==> src/rtl/sd_cmd_ctrl.sv <==
// SD CMD line sequencer: shifts out one 48-bit command frame, collects and checks
// the card response (none / R48 / R136), then pulses done_o.
//
// state | meaning
// IDLE  | line released, waiting for start_i
// TX    | driving the 48-bit command frame, MSB first
// WAIT  | line released, looking for the response start bit
// RX    | shifting in the remaining response bits
// GAP   | idle cycles with the line released before completion
// DONE  | one-cycle completion pulse
module sd_cmd_ctrl #(
    parameter int NCR_TIMEOUT = 64,
    parameter int NRC_GAP     = 8
) (
    input  logic         clk_i,
    input  logic         rst_ni,
    input  logic         start_i,
    input  logic         abort_i,
    input  logic [5:0]   cmd_index_i,
    input  logic [31:0]  cmd_arg_i,
    input  logic [1:0]   resp_type_i,
    input  logic         cmd_i,
    output logic         cmd_o,
    output logic         cmd_en_o,
    output logic         busy_o,
    output logic         done_o,
    output logic [119:0] resp_o,
    output logic         timeout_err_o,
    output logic         crc_err_o,
    output logic         end_err_o,
    output logic         index_err_o
);
    localparam logic [1:0] RESP_NONE = 2'b00;
    localparam logic [1:0] RESP_R48  = 2'b01;
    localparam logic [1:0] RESP_R136 = 2'b10;
    localparam logic [1:0] RESP_R3   = 2'b11;
    localparam logic [7:0] TX_LAST   = 8'd47;
    localparam logic [7:0] RX48_LAST = 8'd46;
    localparam logic [7:0] RX136_LAST = 8'd134;
    localparam logic [7:0] NCR_LOAD  = 8'(NCR_TIMEOUT - 1);
    localparam logic [7:0] NRC_LOAD  = 8'(NRC_GAP - 1);

    typedef enum logic [2:0] {IDLE, TX, WAIT, RX, GAP, DONE} state_t;

    state_t         state, state_nxt;
    logic [7:0]     cnt;
    logic [47:0]    tx_sr;
    logic [126:0]   rx_sr;
    logic [6:0]     crc;
    logic [5:0]     idx;
    logic [1:0]     rtype;

    function automatic logic [6:0] crc7_step(input logic [6:0] c, input logic d);
        logic fb;
        fb = d ^ c[6];
        return {c[5:0], 1'b0} ^ (fb ? 7'h09 : 7'h00);
    endfunction

    function automatic logic [6:0] crc7_of(input logic [39:0] d);
        logic [6:0] c;
        c = 7'h00;
        for (int i = 39; i >= 0; i--) c = crc7_step(c, d[i]);
        return c;
    endfunction

    always_ff @(posedge clk_i or negedge rst_ni) begin
        if (!rst_ni) state <= IDLE;
        else         state <= state_nxt;
    end

    always_comb begin
        state_nxt = state;
        cmd_en_o  = 1'b0;
        cmd_o     = 1'b1;
        busy_o    = 1'b0;
        done_o    = 1'b0;
        case (state)
            IDLE: if (start_i) state_nxt = TX;
            TX: begin
                cmd_en_o = 1'b1;
                cmd_o    = tx_sr[47];
                busy_o   = 1'b1;
                if (cnt == 8'd0) state_nxt = (rtype == RESP_NONE) ? GAP : WAIT;
            end
            WAIT: begin
                busy_o = 1'b1;
                if (!cmd_i)             state_nxt = RX;
                else if (cnt == 8'd0)   state_nxt = DONE;
            end
            RX: begin
                busy_o = 1'b1;
                if (cnt == 8'd0) state_nxt = GAP;
            end
            GAP: begin
                busy_o = 1'b1;
                if (cnt == 8'd0) state_nxt = DONE;
            end
            DONE: begin
                done_o    = 1'b1;
                state_nxt = IDLE;
            end
            default: state_nxt = IDLE;
        endcase
        if (abort_i) state_nxt = IDLE;
    end

    // Datapath freezes on abort so the error flags keep their last value.
    always_ff @(posedge clk_i or negedge rst_ni) begin
        if (!rst_ni) begin
            cnt           <= 8'd0;
            tx_sr         <= '1;
            rx_sr         <= '0;
            crc           <= 7'h00;
            idx           <= 6'd0;
            rtype         <= RESP_NONE;
            resp_o        <= '0;
            timeout_err_o <= 1'b0;
            crc_err_o     <= 1'b0;
            end_err_o     <= 1'b0;
            index_err_o   <= 1'b0;
        end else if (!abort_i) begin
            case (state)
                IDLE: if (start_i) begin
                    idx           <= cmd_index_i;
                    rtype         <= resp_type_i;
                    tx_sr         <= {2'b01, cmd_index_i, cmd_arg_i,
                                      crc7_of({2'b01, cmd_index_i, cmd_arg_i}), 1'b1};
                    cnt           <= TX_LAST;
                    resp_o        <= '0;
                    timeout_err_o <= 1'b0;
                    crc_err_o     <= 1'b0;
                    end_err_o     <= 1'b0;
                    index_err_o   <= 1'b0;
                end
                TX: begin
                    tx_sr <= {tx_sr[46:0], 1'b1};
                    if (cnt == 8'd0) cnt <= (rtype == RESP_NONE) ? NRC_LOAD : NCR_LOAD;
                    else             cnt <= cnt - 8'd1;
                end
                WAIT: begin
                    if (!cmd_i) begin
                        cnt   <= (rtype == RESP_R136) ? RX136_LAST : RX48_LAST;
                        rx_sr <= '0;
                        crc   <= 7'h00;
                    end else if (cnt == 8'd0) begin
                        timeout_err_o <= 1'b1;
                    end else begin
                        cnt <= cnt - 8'd1;
                    end
                end
                RX: begin
                    // cnt is the index of the bit being sampled; CRC covers bits 127..8
                    rx_sr <= {rx_sr[125:0], cmd_i};
                    if (cnt >= 8'd8 && cnt <= 8'd127) crc <= crc7_step(crc, cmd_i);
                    if (cnt == 8'd0) begin
                        resp_o      <= (rtype == RESP_R136) ? rx_sr[126:7] : {88'h0, rx_sr[38:7]};
                        end_err_o   <= ~cmd_i;
                        crc_err_o   <= (rtype != RESP_R3) && (crc != rx_sr[6:0]);
                        index_err_o <= (rtype == RESP_R48) && (rx_sr[44:39] != idx);
                        cnt         <= NRC_LOAD;
                    end else begin
                        cnt <= cnt - 8'd1;
                    end
                end
                GAP: if (cnt != 8'd0) cnt <= cnt - 8'd1;
                default: ;
            endcase
        end
    end
endmodule

==> config.mk <==
export PLATFORM = sky130hd
export DESIGN_NAME = sd_cmd_ctrl
export DESIGN_NICKNAME = d
export VERILOG_FILES = /design/src/rtl/sd_cmd_ctrl.sv
export SDC_FILE = /design/constraint.sdc
export NUM_CORES = 1
export LEC_CHECK = 0
export ABC_AREA = 1
export CAP_MARGIN = 20
export CORE_MARGIN = 1
export CORE_UTILIZATION = 45
export DETAILED_ROUTE_END_ITERATION = 12
export PLACE_DENSITY_LB_ADDON = 0.3
export SYNTH_ARGS = -nofsm -noshare
export SYNTH_HDL_FRONTEND = slang
export SYNTH_SLANG_ARGS = --single-unit
export TNS_END_PERCENT = 5
==> constraint.sdc <==
create_clock -name clk_i -period 2.3 [get_ports clk_i]
set_input_delay 0.46 -clock clk_i [delete_from_list [all_inputs] [get_ports clk_i]]
set_output_delay 0.46 -clock clk_i [all_outputs]
set_load 0.01 [all_outputs]
== After elaboration in Yosys (flattened, before gate mapping) ==
Index checks and enable logic that the tools add are counted.

* Word-level logic and storage cells: 217
* Register bits: 325
* Input port bits: 45
* Output and inout port bits: 128
* Bits in latches: 0
* Memory bits (read-only): 0
* Memories kept: 0
* Memory bits (writable): 0

* Mux-type cells: 81
* Divide/modulo/power cells: 0
* Shifts and indexed selects: 0
* Equality and inequality tests: 21
* Magnitude comparators: 2
* Bitwise gates (word level): 79
* Add/sub/neg operators: 1
* $mul: 0
* Reduce and logical (&&, ||, !) cells: 21

{| class="wikitable"
|+ Operator list
! cell !! number
|-
| $mux 120 || 3
|-
| $xor 7x4->7 || 37
|-
| $pmux 127 s2 || 1
|-
| $pmux 120 s2 || 1
|-
| $mux 4 || 39
|-
| $mux 127 || 1
|-
| $pmux 48 s2 || 1
|-
| $mux 8 || 7
|-
| $mux 48 || 1
|-
| $pmux 8 s5 || 1
|-
| $xor 1x1->1 || 36
|-
| $mux 3 || 7
|-
| $ne 2x2->1 const B || 8
|-
| $pmux 3 s5 || 1
|-
| $mux 7 || 2
|-
| $pmux 7 s2 || 1
|-
| $ne 3x3->1 const B || 4
|-
| $reduce_and 3->1 || 4
|-
| $mux 1 || 10
|-
| $reduce_and 5->1 || 2
|-
| $ge 8x4->1 const B || 1
|-
| $le 8x7->1 const B || 1
|-
| $logic_not 8->1 || 1
|-
| $pmux 1 s2 || 4
|-
| 21 further kinds || 31
|}

== Depth between registers and ports, before layout ==
Gate-level depths: netlist (run 1).

* Depth after elaboration: 111
* Depth in mapped cells: 29
* Mapped depth without buffers: 28

== Worst setup path before layout (run 1) ==
No wires, ideal clock.

* Kind: in2reg
* From: input cmd_index_i[3]
* To: register tx_sr[6]
* Cell stages on the path: 20
* Path buffers: 1
* Arrival time: 2240 ps
* Required time: 2240 ps
* Library setup time: 60 ps
* Setup slack: -1 ps
* Path through: buf_4 -> xnor2_1 -> nand2_2 -> nand2_1 -> nand2_1 -> nand2_2 -> nand2_1 -> nand2_1 -> nand3_1 -> nand2_2 -> xor2_1 -> nand2_1 -> nand2_2 -> xor2_2 -> nand2_1 -> nand2_1 -> nand2_1 -> nand3_1 -> nand2_1 -> nand2_1

* Cells in the longest elaborated chain, start to end: 52
* Elaborated cells between the ends (all ways): 76
* Those cells by class: mux: 21; bitwise: 55

{| class="wikitable"
|+ Ends and longest elaborated chain
! what !! RTL line !! source
|-
| start: declaration || 19 || <nowiki>input logic [5:0] cmd_index_i,</nowiki>
|-
| $xor 1x1->1 (*) || 55 || <nowiki>fb = d ^ c[6];</nowiki>
|-
| $mux 4 (*) || 56 || <nowiki>return {c[5:0], 1'b0} ^ (fb ? 7'h09 : 7'h00);</nowiki>
|-
| $xor 7x4->7 (*) (4 in a row) || 56 ||
|-
| $xor 1x1->1 / $xor 7x4->7 (equally long branches) || 55, 56 ||
|-
| $mux 4 / $xor 7x4->7 (equally long branches) || 56 ||
|-
| $xor 7x4->7 (*) (4 in a row) || 56 ||
|-
| $xor 1x1->1 / $xor 7x4->7 (equally long branches) || 55, 56 ||
|-
| $mux 4 / $xor 7x4->7 (equally long branches) || 56 ||
|-
| [... 19 more ...] || -- ||
|-
| $xor 1x1->1 / $xor 7x4->7 (equally long branches) || 55, 56 ||
|-
| $mux 4 / $xor 7x4->7 (equally long branches) || 56 ||
|-
| $xor 7x4->7 (*) (7 in a row) || 56 ||
|-
| $xor 1x1->1 / $xor 7x4->7 (equally long branches) || 55, 56 ||
|-
| $mux 4 / $xor 7x4->7 (equally long branches) || 56 ||
|-
| $xor 7x4->7 (*) (6 in a row) || 56 ||
|-
| $mux 48 (*) || 123 || <nowiki>IDLE: if (start_i) begin</nowiki>
|-
| $pmux 48 s2 (*) || 122 || <nowiki>case (state)</nowiki>
|-
| end signal: assignment || 126 || <nowiki>tx_sr <= {2'b01, cmd_index_i, cmd_arg_i,</nowiki>
|-
| end signal: assignment || 136 || <nowiki>tx_sr <= {tx_sr[46:0], 1'b1};</nowiki>
|-
| end: declaration || 47 || <nowiki>logic [47:0] tx_sr;</nowiki>
|}

Every way passes the cells marked *; elsewhere a longest branch is shown, timed or not. The select of a mux whose other input is x is not followed.
A chain may end at the register's enable or synchronous reset.

== Final worst setup path (run 1) ==
* From: register state[2]
* To: register resp_o[93]

* Cells in the longest elaborated chain, start to end: 3
* Elaborated cells between the ends (all ways): 7
* Those cells by class: eq/ne: 3; mux: 1; reduce/logical: 3

{| class="wikitable"
|+ Ends and longest elaborated chain
! what !! RTL line !! source
|-
| start: declaration || 45 || <nowiki>state_t state, state_nxt;</nowiki>
|-
| start signal: assignment || 68 || <nowiki>else state <= state_nxt;</nowiki>
|-
| $eq 3x2->1 / $logic_not 3->1 (equally long branches) || 122 ||
|-
| $ne 2x2->1 (no line) / $reduce_bool 2->1 (equally long branches) || -- ||
|-
| $reduce_and 4->1 (no line) || -- ||
|-
| end signal: assignment || 156 || <nowiki>resp_o <= (rtype == RESP_R136) ? rx_sr[126:7] : {88'h0, rx_sr[38:7]};</nowiki>
|-
| end: declaration || 27 || <nowiki>output logic [119:0] resp_o,</nowiki>
|}

Parallel ways exist; a longest one is shown, timed or not.

==> flow_summary.json, run 1 <==
{
  "status": "finished clean",
  "arrival_ns": 2.58,
  "dr.pass1.iters": 5,
  "drc": 0,
  "final_antenna_net_count": 0,
  "viasPerCell": 5.17,
  "power_mw": 21.0,
  "rsz0062_at_grt": "yes",
  "irDropWorstVdd_mv": 0.588,
  "drv_cap": 0,
  "p_int_mw": 13.5,
  "p_per_area_nw_per_um2": 1100,
  "numCtsBuffers": 37,
  "row_count": 66,
  "path_common_cell": "nor2_4",
  "clockBufferDepth": 3,
  "grt_pass1_wl_um": 59400,
  "p_leak_nw": 8.79,
  "avgSynthCellArea_um2": 8.38,
  "synth-edff-count": 0,
  "combPwrFrac": 0.315,
  "clock_sinks": 324,
  "hpwlAfterDp_um": 23300,
  "syn_inst": 1802,
  "final_cells": 2437,
  "synth_flop_cell": "dfrtp_1",
  "seq_area_frac_synth": 0.541,
  "clkTransAtPathRegs_ns": 0.06,
  "setup_viol": 0,
  "port_buffers": 172,
  "ys_seq_elements": 324,
  "cp_cell_sequence": "nor2_2 -> inv_2 -> buf_12 -> nor2_4 -> clkinv_2 -> nor2_4 -> nor2_4 -> nand2_8 -> buf_16 -> nand2_1 -> o41ai_1",
  "nFillCells": 2914,
  "worst_pin_slew_ns": 1.05,
  "ios": 173,
  "slew_viol_final": 0,
  "root_buffer": "clkbuf_16",
  "die-area_um2": 34300,
  "drtIter0Drc": 817,
  "grt_pass1_vias": 12000,
  "worstSetupEndpointType": "register",
  "synth_area_um2": 15100,
  "finClkSkew_ns": 0.0133,
  "yosys_warnings": 0,
  "wirelength_um": 35500,
  "slew_headroom": 0.297,
  "netSwitchingFraction": 0.358,
  "crit_path_max_incr_delay_ns": 0.43,
  "synthToLayoutAreaGrowth_pct": 26.5,
  "worstPathRequired_ns": 2.69,
  "dp_cells": 2365,
  "vias": 12600,
  "grt-ovfl-total": 0,
  "fin_crit_ns": 2.20,
  "worst-path-max-fanout": 78,
  "async_reset_ff_frac": 1.00,
  "critPathKind": "register to register",
  "syn_nets": 1848,
  "core-area_um2": 32800,
  "timing.setup.tns_ns": 0,
  "globalplace.congestion": 0.877,
  "die_y_um": 185,
  "fp.dieW_um": 185,
  "cts_tree": "built",
  "drive_above_1_share": 0.151,
  "nNetsFinal": 2014,
  "start_util": 0.460,
  "track_usage": 0.212,
  "htree_num_levels": 2,
  "seqPwrFrac": 0.410,
  "hold_violations": 0,
  "fmax_ghz": 0.455,
  "yosysUniqueCellTypes": 38,
  "hp-class": "input pin to register",
  "fin_crit_sh": 0.955,
  "wl_per_cell_um": 14.6,
  "p_switching_mw": 7.53,
  "grt_antenna_before_repair": 2,
  "grt_max_degree": 108,
  "cp-start-kind": "register",
  "clk_latency_ns": 0.51,
  "crit_slowest_cell": "dfrtp_1",
  "p_clk_frac": 0.275
}
[area by class of cell]
class	instances	area (um2)	share of cell area
Clock buffer	51	1030	0.0539
Timing Repair Buffer	232	2330	0.122
Inverter	245	923	0.0484
Sequential cell	324	8170	0.428
Clock inverter	14	163	0.00852
Multi-Input combinational cell	1128	5920	0.310
Antenna cell	1	2.50	0.000131
Tap cell	442	553	0.0290
[per-stage QoR]
stage,worst slack [ns],util,instance area [um2],hold WS [ns]
3_3_place_gp,-0.749,0.538,17600,0.420
6_report,0.103,0.582,19100,0.291
3_5_place_dp,-0.854,0.538,17600,0.419
5_1_grt,-0.0969,0.582,19100,0.308
2_1_floorplan,0.0240,-,15200,0.164
4_1_cts,-0.176,0.574,18800,0.415
[path summary, 6_finish.rpt]
path / slack [ns] / startpoint / to / cells after the start
max: 0.10 / state[2] / resp_o[93] / 11
min: 0.29 / cmd_arg_i[26] / tx_sr[34] / 3
max reg2reg: 0.10 / state[2] / resp_o[93] / 11
min reg2reg: 0.47 / tx_sr[5] / tx_sr[5] / 2
max in group asynchronous: 1.07 / rst_ni / resp_o[27] / 3
min in group asynchronous: 0.47 / rst_ni / resp_o[81] / 2
[synth_stat cells, drive strengths merged (13+ instances only)]
cell type	count	area, um2
inv	244	916
o211ai	40	300
dfstp	47	1230
o41ai	67	587
nand2	496	1930
nand3	135	686
clkbuf	73	274
dfrtp	277	6930
buf	32	154
xor2	13	136
o21ai	187	936
o31ai	22	165
a21oi	31	159
nor2	100	388
[cells in the final DEF, fill, tap and decap left out, types with 6 or more instances in the layout]
cell type and n:
nand3_1 120, xnor2_1 6, inv_2 16, nand2_4 12, o211ai_1 40, clkinv_2 7, nand2_2 56, buf_12 14
xor2_1 9, o31ai_1 22, dfrtp_1 276, clkbuf_2 10, nand2_1 427, nor2_1 90, clkbuf_16 37, o21ai_0 184
buf_4 43, inv_1 227, a21oi_1 30, clkdlybuf4s50_1 150, o41ai_1 67, nand3b_1 6, dfstp_2 47, nand3_2 13
clkbuf_1 9
[worst max-delay path, delay by kind of cell (launching register included)]
kind | cells | cell delay (ns)
compound gates | 1 | 0.09
buf+inv | 4 | 0.69
flops | 1 | 0.43
simple gates | 6 | 0.84
[cell families after synthesis]
| group | synth area share |
|---|---|
| compound gates | 0.147 |
| buf+inv | 0.0893 |
| mux | 0.000746 |
| flops | 0.541 |
| fa+ha+maj | 0.000829 |
| simple gates | 0.207 |
| xor+xnor | 0.0148 |
[timing repair]
item / 4_1_cts / 5_1_grt
endpoints found under the setup margin: 22 / 98
setup buffers: 0 / 5
hold buffers: 1 / 0
resized for setup: 25 / 108
hold endpoints to repair: 46 / 0
pin swaps: 2 / 20
[routing by layer]
layer	track usage	routed length, um	share of wire	up-vias
met1	0.297	16500	0.47	6092
met5	0	13	0.00037	-
met3	0.0326	1470	0.041	44
met4	0.0456	516	0.015	2
li1	-	-	-	6208
met2	0.347	16900	0.48	242
[sequential cells by signal (all words and copies together) (netlist names), 2 cells and up]
signal / flops
state: 3
crc: 7
cnt: 8
rtype: 2
rx_sr: 127
tx_sr: 47
idx: 6
resp_o: 120
[power groups by stage]
stage               Sequential (mW)  Combinational [mW]  Clock (mW)
floorplan                      8.52                4.54           0
global placement               8.65                6.25           0
detailed placement             8.71                6.41           0
CTS                            8.63                6.46        5.96
global route                   8.83                7.58        6.19
finish                         8.63                6.64        5.78
Note: power is estimated with default switching activity, not from simulation.
==> run 2: changes to the inputs <==
ABC_AREA = default   (was 1)
CAP_MARGIN = default   (was 20)
MAX_ROUTING_LAYER = met4   (was default)
==> flow_summary.json, run 2 <==
{
  "status": "finished with violations",
  "violations": "DRC, setup timing",
  "arrival_ns": 2.95,
  "setup_viol": 5,
  "worst_pin_slew_ns": 0.504,
  "cp_cell_sequence": "buf_6 -> buf_6 -> xnor3_2 -> xnor2_4 -> xor3_2 -> xnor3_1 -> xnor3_2 -> xnor2_2 -> a211oi_2",
  "worstPathRequired_ns": 2.75,
  "final_antenna_net_count": 0,
  "synth.top_cell.area_share": 0.487,
  "power_mw": 19.1,
  "reg_top3": "rx_sr x127, resp_o x120, tx_sr x47",
  "root_buffer": "clkbuf_16",
  "rsz0062_at_grt": "yes",
  "row_count": 64,
  "irDropWorstVdd_mv": 0.932,
  "p_per_area_nw_per_um2": 1030,
  "globalplace.congestion": 0.853,
  "grt_max_degree": 89,
  "crit_slowest_cell": "xor3_2",
  "ys_top_cells_by_count": "nand2_1, dfrtp_1, o21ai_0",
  "critPathKind": "input pin to register",
  "whs_ns": 0.275,
  "clock_sinks": 324,
  "mostFrequentLayoutCells": "nand2_1, dfrtp_1, o21ai_0",
  "layout.area.seq_um2": 8170,
  "wl_per_cell_um": 15.3,
  "cp-start-kind": "input pin",
  "grt_pass1_vias": 10600,
  "htree_num_levels": 2,
  "diodes": 0,
  "numCtsBuffers": 38,
  "top_register": "rx_sr",
  "finClkSkew_ns": 0.0143,
  "wirelength_um": 32400,
  "drv_cap": 0,
  "worst-path-max-fanout": 3,
  "grt_pass1_wl_um": 54700,
  "hpwlAfterDp_um": 21300,
  "yosysUniqueCellTypes": 50,
  "fp.dieW_um": 180,
  "critPathBufInv": 2,
  "nNetsFinal": 1743,
  "start_util": 0.462,
  "cts_tree": "built",
  "finalWorstSetupSlack_ns": -0.200,
  "fin_crit_sh": 1.09,
  "synth-edff-count": 0,
  "clkTransAtPathRegs_ns": 0.06,
  "place_area_um2": 17000,
  "drc": 15,
  "vias": 10900,
  "p_leak_nw": 8.00,
  "fmax_ghz": 0.400,
  "crit_path_max_incr_delay_ns": 0.48,
  "clockBufferDepth": 3,
  "slew_headroom": 0.655,
  "synth.most_common_cell": "nand2_1",
  "port_buffers": 172,
  "hp-class": "input pin to register",
  "track_usage": 0.212,
  "grt-ovfl-total": 0,
  "yosys_warnings": 0,
  "die-area_um2": 32300,
  "ys_seq_elements": 324,
  "drive_above_1_share": 0.148,
  "clk_latency_ns": 0.53,
  "ios": 173,
  "viasPerCell": 5.11,
  "die_y_um": 180,
  "largest_reg_flops": 127,
  "cp_top_family": "XOR/XNOR gates",
  "grt_antenna_before_repair": 0,
  "dr.pass1.iters": 9,
  "yosys-top-cells-area": "dfrtp_1, nand2_1, o21ai_0",
  "drtIter0Drc": 861,
  "synth_flop_cell": "dfrtp_1",
  "dp_slack_ns": -0.804,
  "avgSynthCellArea_um2": 9.53,
  "nFillCells": 2566,
  "async_reset_ff_frac": 1.00,
  "final_cell_area_um2": 18500,
  "slew_viol_final": 0,
  "syn_inst": 1493,
  "multi_input_area_um2": 5850,
  "fin_crit_ns": 2.50,
  "worstSetupEndpointType": "register",
  "syn_nets": 1539,
  "synth_largest_area_cell": "dfrtp_1",
  "core-area_um2": 30800,
  "final_common_cell": "nand2_1",
  "synth_area_um2": 14200,
  "synthToLayoutAreaGrowth_pct": 30.2,
  "seq_area_frac_synth": 0.574,
  "hold_violations": 0
}
-- run 2: cell types whose count changed in the layout (fill, tap and decap cells not counted), moves of 22 or more --
cell and change:
a22o_1 +32, o21ai_0 +91, nand2_1 +80, nand3_1 -111, nand2_2 -55, buf_4 +32
nor2_1 -62, mux2i_1 +39, inv_1 -213, o41ai_1 -67, o31ai_1 -22, o211ai_1 -40
-- run 2: cells by family after synthesis --
kind of cell | count (synthesis) | share of synthesized area
mux | 39 | 0.0274
buf+inv | 117 | 0.0309
simple gates | 589 | 0.163
compound gates | 346 | 0.136
fa+ha+maj | 1 | 0.000879
xor+xnor | 77 | 0.0681
flops | 324 | 0.574
-- run 2: worst reg2reg max path: cells and delay by family, from the launching register on --
kind | cells | cell delay [ns]
AO/OA/AOI/OAI | 3 | 0.74
flip-flops | 1 | 0.41
AND/OR/NAND/NOR | 4 | 0.97
-- run 2: power breakdown --
group          internal, mW  total, mW  leakage, nW  switching [mW]
Combinational          2.71       5.69         3.05            2.98
Clock                  3.75       6.14        0.649            2.39
Sequential             6.71       7.22         4.30           0.506
-- run 2: per-layer routing --
metal,track usage,vias up,part of all wire
li1,-,5376,-
met1,0.300,5174,0.48
met2,0.319,242,0.46
met3,0.0302,58,0.041
met4,0.0614,0,0.022
met5,-,-,0
-- run 2: timing repair --
action,CTS,global route
setup endpoints to repair,20,120
gates resized for setup,19,31
hold buffers,1,0
buffers inserted,0,11
pin swaps,2,31
hold endpoints to repair,48,0
-- run 2: metrics by stage --
step,TNS (ns),utilization,std cells
2_1_floorplan,-3.85,-,1493
3_3_place_gp,-4.70,0.550,2041
3_5_place_dp,-5.17,0.550,2041
4_1_cts,-0.529,0.595,2111
5_1_grt,-0.662,0.601,2122
6_report,-0.370,0.601,2122
-- run 2: layout make-up --
| class | instances | share of cell area |
|---|---|---|
| Multi-Input combinational cell | 1052 | 0.316 |
| Tap cell | 396 | 0.0267 |
| Sequential cell | 324 | 0.441 |
| Clock inverter | 13 | 0.00811 |
| Inverter | 15 | 0.00304 |
| Clock buffer | 56 | 0.0626 |
| Timing Repair Buffer | 266 | 0.143 |
-- run 2: worst paths after layout --
kind | startpoint | to | cells past startpoint | slack [ns]
worst max register to register | cnt[6] | crc_err_o | 7 | 0.13
min in group asynchronous | rst_ni | rx_sr[58] | 2 | 0.45
worst min register to register | tx_sr[46] | tx_sr[46] | 2 | 0.46
worst max-delay path | cmd_index_i[5] | tx_sr[4] | 9 | -0.20
worst min-delay path | cmd_arg_i[28] | tx_sr[36] | 3 | 0.27
max in group asynchronous | rst_ni | resp_o[20] | 3 | 1.04
==> run 3: changes to the inputs <==
CTS_CLUSTER_SIZE = 10   (was default)
==> flow_summary.json, run 3 (synthesis gave the netlist of run 2 again) <==
{
  "status": "finished with violations",
  "violations": "DRC, setup timing",
  "arrival_ns": 2.82,
  "hp-class": "input pin to register",
  "cp_cell_sequence": "buf_6 -> xor3_1 -> xnor3_1 -> xnor3_2 -> xnor2_2 -> xnor3_2 -> xnor2_2 -> a211oi_2",
  "combPwrFrac": 0.307,
  "slew_viol_final": 0,
  "clkTransAtPathRegs_ns": 0.06,
  "critPathKind": "input pin to register",
  "slew_headroom": 0.703,
  "htree_num_levels": 2,
  "final_common_cell": "nand2_1",
  "fp.dieW_um": 180,
  "root_buffer": "clkbuf_16",
  "dp_cells": 2041,
  "whs_ns": 0.300,
  "hpwlAfterDp_um": 21300,
  "worst-path-max-fanout": 2,
  "worstSetupEndpointType": "register",
  "wirelength_um": 32400,
  "clock_sinks": 324,
  "nFillCells": 2571,
  "utilization": 0.594,
  "fin_crit_sh": 1.04,
  "mostFrequentLayoutCells": "nand2_1, dfrtp_1, o21ai_0",
  "fmax_ghz": 0.419,
  "die-area_um2": 32300,
  "drc": 15,
  "hold_violations": 0,
  "rsz0062_at_grt": "yes",
  "grt_pass1_vias": 10600,
  "hold_depth": 3,
  "p_int_mw": 12.7,
  "numCtsBuffers": 39,
  "largest_reg_flops": 127,
  "p_leak_nw": 7.88,
  "ios": 173,
  "globalplace.congestion": 0.853,
  "vias": 10800,
  "core-area_um2": 30800,
  "clockBufferDepth": 3,
  "p_switching_mw": 5.73,
  "grt_pass1_wl_um": 55000,
  "synthToLayoutAreaGrowth_pct": 28.7,
  "r2r_end": "resp_o[87]",
  "fin_crit_ns": 2.38,
  "cp-start-kind": "input pin",
  "cts_tree": "built",
  "row_count": 64,
  "reg2reg_depth": 8,
  "port_buffers": 172,
  "viasPerCell": 5.11,
  "final_antenna_net_count": 0,
  "ff2ff_setup_slack_ns": 0.14,
  "p_per_area_nw_per_um2": 1010,
  "dp_slack_ns": -0.804,
  "timing.rr.start": "cnt[6]",
  "finalWorstSetupSlack_ns": -0.0850,
  "drtIter0Drc": 943,
  "cp-endpoint": "tx_sr[4]",
  "die_y_um": 180,
  "final_cells": 2115,
  "reg_top3": "rx_sr x127, resp_o x120, tx_sr x47",
  "setup_viol": 2,
  "grt-ovfl-total": 0,
  "drv_cap": 0,
  "crit_path_max_incr_delay_ns": 0.48,
  "wl_per_cell_um": 15.3,
  "start_util": 0.462,
  "dr.pass1.iters": 10,
  "nNetsFinal": 1745,
  "clk_latency_ns": 0.52,
  "p_clk_frac": 0.301,
  "crit_slowest_cell": "xnor3_2",
  "track_usage": 0.213,
  "worst_pin_slew_ns": 0.434,
  "irDropWorstVdd_mv": 0.911,
  "diodes": 0,
  "grt_antenna_before_repair": 0,
  "seqPwrFrac": 0.392,
  "finClkSkew_ns": 0.0185,
  "top_register": "rx_sr",
  "grt_max_degree": 89,
  "critPathLaunch": "cmd_index_i[5]",
  "netSwitchingFraction": 0.311,
  "drive_above_1_share": 0.136,
  "worstPathRequired_ns": 2.74
}
## run 3: per-stage QoR
step	setup TNS, ns	total power [mW]	area [um2]
4_1_cts	-0.650	18.4	18200
3_5_place_dp	-5.17	12.7	17000
2_1_floorplan	-3.85	10.7	14300
5_1_grt	-0.353	19.4	18300
3_3_place_gp	-4.70	12.6	17000
6_report	-0.147	18.4	18300
## run 3: routing by layer
metal | track usage | wire [um] | vias up
met5 | - | 0 | -
met4 | 0.0676 | 640 | 0
met3 | 0.0286 | 1220 | 53
met2 | 0.318 | 14800 | 233
met1 | 0.302 | 15700 | 5147
li1 | - | - | 5366
## run 3: final cells by class
type                            instances  area [um2]  share of cell area
Sequential cell                       324        8170               0.446
Multi-Input combinational cell       1052        5820               0.318
Timing Repair Buffer                  267        2650               0.145
Inverter                               15        56.3             0.00307
Clock inverter                          4        63.8             0.00348
Clock buffer                           57        1060              0.0581
Tap cell                              396         495              0.0270
## run 3: worst min path at each step
| stage | end | slack (ns) | from |
|---|---|---|---|
| 6_report | tx_sr[34] | 0.30 | cmd_arg_i[26] |
| 5_1_grt | tx_sr[32] | 0.32 | cmd_arg_i[24] |
| 4_1_cts | tx_sr[37] | 0.41 | cmd_arg_i[29] |
| 3_5_place_dp | rx_sr[58] | 0.42 | rst_ni |
| 3_3_place_gp | resp_o[48] | 0.42 | rst_ni |
| 2_1_floorplan | cnt[0] | 0.16 | rst_ni |
## run 3: repair_timing
item | 4_1_cts | 5_1_grt
hold buffers | 1 | 0
pin swaps | 11 | 26
buffers inserted | 6 | 6
gates resized for setup | 32 | 19
setup endpoints to repair | 16 | 109
hold endpoints to repair | 48 | 0
## run 3: power groups by stage
| stage | clock network (mW) | logic [mW] | registers (mW) |
|---|---|---|---|
| after floorplan | 0 | 3.50 | 7.22 |
| after global placement | 0 | 5.29 | 7.29 |
| after detailed placement | 0 | 5.39 | 7.29 |
| after CTS | 5.70 | 5.50 | 7.22 |
| after global routing | 5.94 | 6.19 | 7.31 |
| final | 5.56 | 5.66 | 7.22 |
## run 3: critical path: cells and delay by family
family	cells	cell delay, ns
buffers and inverters	1	0.07
AO/OA/AOI/OAI	1	0.18
XOR/XNOR	6	2.10
==> edit 1 (config.mk and constraints of run 1) <==
Re-encode `state_t` (6 states) as Gray code, 3 bits wide.
--- a/src/rtl/sd_cmd_ctrl.sv
+++ b/src/rtl/sd_cmd_ctrl.sv
@@ -40,7 +40,7 @@
     localparam logic [7:0] NCR_LOAD  = 8'(NCR_TIMEOUT - 1);
     localparam logic [7:0] NRC_LOAD  = 8'(NRC_GAP - 1);
 
-    typedef enum logic [2:0] {IDLE, TX, WAIT, RX, GAP, DONE} state_t;
+    typedef enum logic [2:0] {IDLE = 3'b000, TX = 3'b001, WAIT = 3'b011, RX = 3'b010, GAP = 3'b110, DONE = 3'b111} state_t;
 
     state_t         state, state_nxt;
     logic [7:0]     cnt;
Behaviour: no difference found for any inputs over 4 cycles, from zero or initial values and one cycle with rst_ni low; so few cycles prove little.
==> edit 1 against run 1 <==
Synthesized cell count rose by 5.0%. Sequential share of layout area is 1.0 points lower. Worst setup slack got worse by 0.041 ns. Sequential power up 6.0%. Via count up 4.1%. Final area grew 2.5%. Register-to-register slack gained 0.02 ns. Clock power is 8.0% higher. Worst hold slack got worse by 0.0073 ns. Wire length grew 6.3%. Area after synthesis is 1.4% higher. Total power rose by 12%. Sequential cell count stayed put. Largest power group unchanged.
==> edit 1: results (changes against run 1) <==
Worst setup path
  • WP data arrival: 1.78 ns (-0.80 ns)
  • R2r worst-path depth: 12 (+1)
  • Slowest stage delay, CP: 0.45 ns (+0.02 ns)
  • R2R Setup Slk: 0.12 ns (+0.02 ns)
  • Worst Setup EP: cmd_o
  • Worst r2r src: cnt[0]$_DFFE_PN0P_
  • Worst r2r dst: resp_o[71]$_DFFE_PN0P_
  • Maximum net fanout on the critical path: 6 (-92%)
  • CP startpoint: state[2]$_DFFE_PN0P_
  • Slowest CP cell: dfrtp_2

Synth
  • Post-synth top cells: nand2_1 (438), dfrtp_1 (277), o21ai_0 (275), inv_1 (253), nand3_1 (227)
  • Synth area leaders: dfrtp_1 (45%), nand2_1 (11%), o21ai_0 (9.0%)
  • Distinct cells, synth: 37 (-2.6%)
  • Mean post-synth cell area: 8.08 µm² (-3.5%)
  • Asr flop ratio synth: 100% (unchanged)
  • Syn nets: 1939 (+4.9%)
  • Register area share after synthesis: 53.4% (-0.73 points)

Final layout
  • Post-Layout Cell Count: 2544 (+4.4%)
  • FILL cells: 2980 (+2.3%)
  • Share of layout cells above drive strength 1: 15.5% (+0.36 points)
  • Antenna cells: 0 (-1)
  • Nets: 2113 (+4.9%)

Hold path
  • WHS Endpoint: tx_sr[33]$_DFFE_PN1P_
  • Min-delay src: cmd_arg_i[25]

GRT
  • Number of global-route vias before repair: 12500 (+3.8%)
  • Largest net degree at the start of global routing: 115 (+6.5%)
  • Antenna violations before repair: 1 (-1)
  • Gr usage total: 20.9% (-0.25 points)
  • First-pass GRT wire length: 61.2 mm (+3.0%)

Place
  • Post-DP HPWL: 23.9 mm (+2.4%)
  • GPL Wtd Cong: 0.843 (-3.9%)
  • Number of port buffers: 172 (unchanged)

Power
  • Leak: 8.98 nW (+2.3%)
  • Switching Share: 36.6% (+0.79 points)
  • Peak supply drop: 0.634 mV (+7.9%)

Clock tree
  • Root Buffer: clkbuf_16
  • Worst-skew pair later-pin latency: 0.53 ns (+0.02 ns)

Timing
  • Worst Skew: 0.0269 ns (+0.0136 ns)
  • Hold WS: 0.283 ns (-0.00732 ns)
  • Worst Tran Pin Value: 0.524 ns (-0.530 ns)
  • Period utilization: 97.3% (+1.8 points)

Detailed routing
  • Iter 0 DRT Violations: 989 (+21%)
  • Via density: 5.15 (-0.28%)

Outcome
  • Status: finished clean
[edit 1: kinds of logic after synthesis]
logic type,after synthesis,synth area share (%)
compound gates,359,12.8
xor+xnor,18,1.08
flops,324,53.4
buf+inv,373,9.28
simple gates,818,23.4
fa+ha+maj,1,0.0818
[edit 1: layout make-up]
cell class	count	area, µm²	share of cell area, %
Clock inverter	15	239	1.22
Clock buffer	53	1080	5.51
Sequential cell	324	8170	41.7
Inverter	268	1010	5.18
Timing Repair Buffer	239	2510	12.8
Multi-Input combinational cell	1197	6000	30.6
Tap cell	448	561	2.86
[edit 1: critical path, delay by kind of cell (launching register included)]
family,cells,cell delay (ns)
buf+inv,2,0.40
simple gates,3,0.40
flops,1,0.45
[edit 1: timing repair]
item,4_1_cts,5_1_grt
pin swaps,0,12
gates resized for setup,26,107
buffers inserted,0,2
endpoints found under the hold margin,39,0
endpoints found under the setup margin,12,203
hold buffers,1,0
gates cloned,0,7
[edit 1: metrics by stage]
stage / cell area, µm² / setup TNS [ns]
final: 19600 / 0
after CTS: 19200 / 0
after floorplan: 15300 / 0
after global placement: 17800 / -5.21
after detailed placement: 17800 / -5.76
after global routing: 19600 / -0.212
[edit 1: power groups by stage]
stage / registers [mW] / clock network (mW) / logic [mW]
finish: 9.15 / 6.24 / 8.11
floorplan: 9.08 / 0 / 4.83
CTS: 9.13 / 6.39 / 7.58
detailed placement: 9.21 / 0 / 7.53
global route: 9.39 / 6.60 / 9.17
global placement: 9.14 / 0 / 7.34
[edit 1: metal layers]
metal	routed length, µm	global-route usage (%)	vias up
met3	1780	2.95	55
met2	17700	33.7	343
met5	13	0	-
met4	780	6.17	2
met1	17400	29.5	6246
li1	-	-	6458
==> edit 2 (settings of run 1) <==
Without the edit above. Change the parameter `NCR_TIMEOUT` from 64 to 32.
--- a/src/rtl/sd_cmd_ctrl.sv
+++ b/src/rtl/sd_cmd_ctrl.sv
@@ -9,7 +9,7 @@
 // GAP   | idle cycles with the line released before completion
 // DONE  | one-cycle completion pulse
 module sd_cmd_ctrl #(
-    parameter int NCR_TIMEOUT = 64,
+    parameter int NCR_TIMEOUT = 32,
     parameter int NRC_GAP     = 8
 ) (
     input  logic         clk_i,
Check against the original RTL: not settled (the Yosys comparison gave no result); the edit may change what the design does.
==> edit 2 against run 1 <==
Clock power is 6.4% higher. Synthesized cell count is 0.72% higher. Worst setup slack worse by 0.032 ns. Sequential share of layout area is 0.27 points lower. Critical path type is now flip-flop to output pin. Final area is 0.63% higher. Area after synthesis hardly changed. Via count is 0.74% higher. Wire length is 2.0% higher. Critical endpoint is now cmd_o. Total power hardly changed. Sequential cell count stayed put.
==> edit 2: results (changes against run 1) <==
Clock tree
  • H-tree Lvls: 2 (unchanged)
  • Hold Buf Count CTS: 1 (unchanged)
  • Root Buffer: clkbuf_16
  • Clk pin slew, worst setup/hold paths: 0.05 ns
  • TritonCTS Buffers: 37 (unchanged)
  • Setup Buffers After CTS: 3 (+3)
  • Clock Tree Buf Depth: 3 (unchanged)
  • Cts repair resizes: 25 (unchanged)
  • Worst-skew pair later-pin latency: 0.52 ns

Worst setup path
  • Maximum net fanout on the critical path: 4 (-95%)
  • Worst r2r dst: resp_o[44]$_DFFE_PN0P_
  • WP data arrival: 1.77 ns (-0.81 ns)
  • Worst r2r src: state[2]$_DFFE_PN0P_
  • CP Class: flip-flop to output pin
  • R2r worst-path depth: 11 (unchanged)
  • Delay-heaviest family, CP: simple AND/OR/NAND/NOR gates
  • Worst Setup EP: cmd_o
  • Slowest CP cell: dfrtp_1

Place
  • Placement Cell Area: 0.0177 mm² (+0.26%)
  • Place WS: -0.823 ns (+0.0317 ns)
  • GPL Wtd Cong: 0.816 (-7.0%)
  • Post-placement cell count: 2388 (+0.97%)
  • Post-DP HPWL: 24.1 mm (+3.4%)
  • Number of port buffers: 172 (unchanged)

Detailed routing
  • Final ANT Viol Nets: 0 (unchanged)
  • Iter 0 DRT Violations: 742 (-9.2%)
  • Via count: 12700 (+0.74%)
  • DRT Wirelength: 36.2 mm (+2.0%)
  • Via density: 5.15 (-0.32%)
  • DRT Pass-1 Iters: 9 (+4)

Synth
  • Distinct cells, synth: 36 (-5.3%)
  • Synth area leaders: dfrtp_1 (46%), nand2_1 (12%), dfstp_2 (8.2%)
  • Syn nets: 1861 (+0.70%)
  • Yosys warns: 0 (unchanged)
  • Post-synth top cells: nand2_1 (472), dfrtp_1 (277), inv_1 (231), o21ai_0 (180), nand3_1 (136)
  • Cells after synthesis: 1815 (+0.72%)
  • Register area share after synthesis: 54.1% (about the same)

Final layout
  • FILL cells: 2923 (+0.31%)
  • Share of layout cells above drive strength 1: 15.5% (+0.44 points)
  • Largest regs: rx_sr: 127 flops, resp_o: 120 flops, tx_sr: 47 flops
  • Nets: 2038 (+1.2%)
  • Antenna cells: 0 (-1)

Power
  • Leak: 8.88 nW (+1.0%)
  • Switching Share: 35.3% (-0.48 points)
  • Seq pwr: 8.52 mW (-1%)
  • Peak supply drop: 0.639 mV (+8.7%)
  • Flop pwr share: 40.5% (-0.5 points)
  • P_comb: 6.39 mW (-3.8%)

GRT
  • Number of global-route vias before repair: 12200 (+1.4%)
  • Gr usage total: 21.7% (+0.53 points)
  • Largest net degree at the start of global routing: 107 (-0.93%)
  • First-pass GRT wire length: 60.7 mm (+2.1%)
  • Antenna violations before repair: 0 (-2)

Hold path
  • Worst Hold Class: input port to flip-flop

Timing
  • Worst Skew: 0.0188 ns (+0.00542 ns)
  • Post-route worst setup slack: 0.0707 ns (-0.0324 ns)
  • Slew headroom: 46.4% (+17 points)

Outcome
  • Status: finished clean
-- edit 2: layout make-up --
class                           count  area, µm²  area share, %
Tap cell                          442        553           2.88
Multi-Input combinational cell   1142       5870           30.5
Clock buffer                       53       1100           5.71
Timing Repair Buffer              244       2400           12.5
Sequential cell                   324       8170           42.5
Clock inverter                     15        206           1.07
Inverter                          243        915           4.76
-- edit 2: worst min path at each step --
stage | from | end | slack (ns) | cells past startpoint
2_1_floorplan | rst_ni | cnt[0]$_DFFE_PN0P_ | 0.16 | 0
3_3_place_gp | rst_ni | resp_o[91]$_DFFE_PN0P_ | 0.43 | 1
3_5_place_dp | rst_ni | resp_o[91]$_DFFE_PN0P_ | 0.42 | 1
4_1_cts | rst_ni | resp_o[90]$_DFFE_PN0P_ | 0.46 | 2
5_1_grt | cmd_index_i[1] | tx_sr[41]$_DFFE_PN1P_ | 0.30 | 3
6_report | cmd_index_i[1] | tx_sr[41]$_DFFE_PN1P_ | 0.31 | 3
-- edit 2: cell families after synthesis --
kind of cell / count (synthesis) / synth area share (%)
adder cells (fa/ha/maj): 1 / 0.0828
AO/OA/AOI/OAI: 360 / 14.9
flip-flops: 324 / 54.1
XOR/XNOR: 15 / 0.870
buffers and inverters: 349 / 8.84
AND/OR/NAND/NOR: 766 / 21.3
-- edit 2: through the flow --
step | utilization (%) | hold WS (ns)
after floorplan | - | 0.164
after global placement | 53.9 | 0.429
after detailed placement | 53.9 | 0.421
after CTS | 58.0 | 0.461
after global routing | 58.6 | 0.304
final | 58.6 | 0.307
-- edit 2: routing by layer --
layer  vias up  wire length [µm]  GRT usage (%)
met5         -                 0              0
met4         0               430           4.07
met3        33              1730           3.56
met2       257             16900           35.3
met1      6093             17100           30.7
li1       6298                 -              -
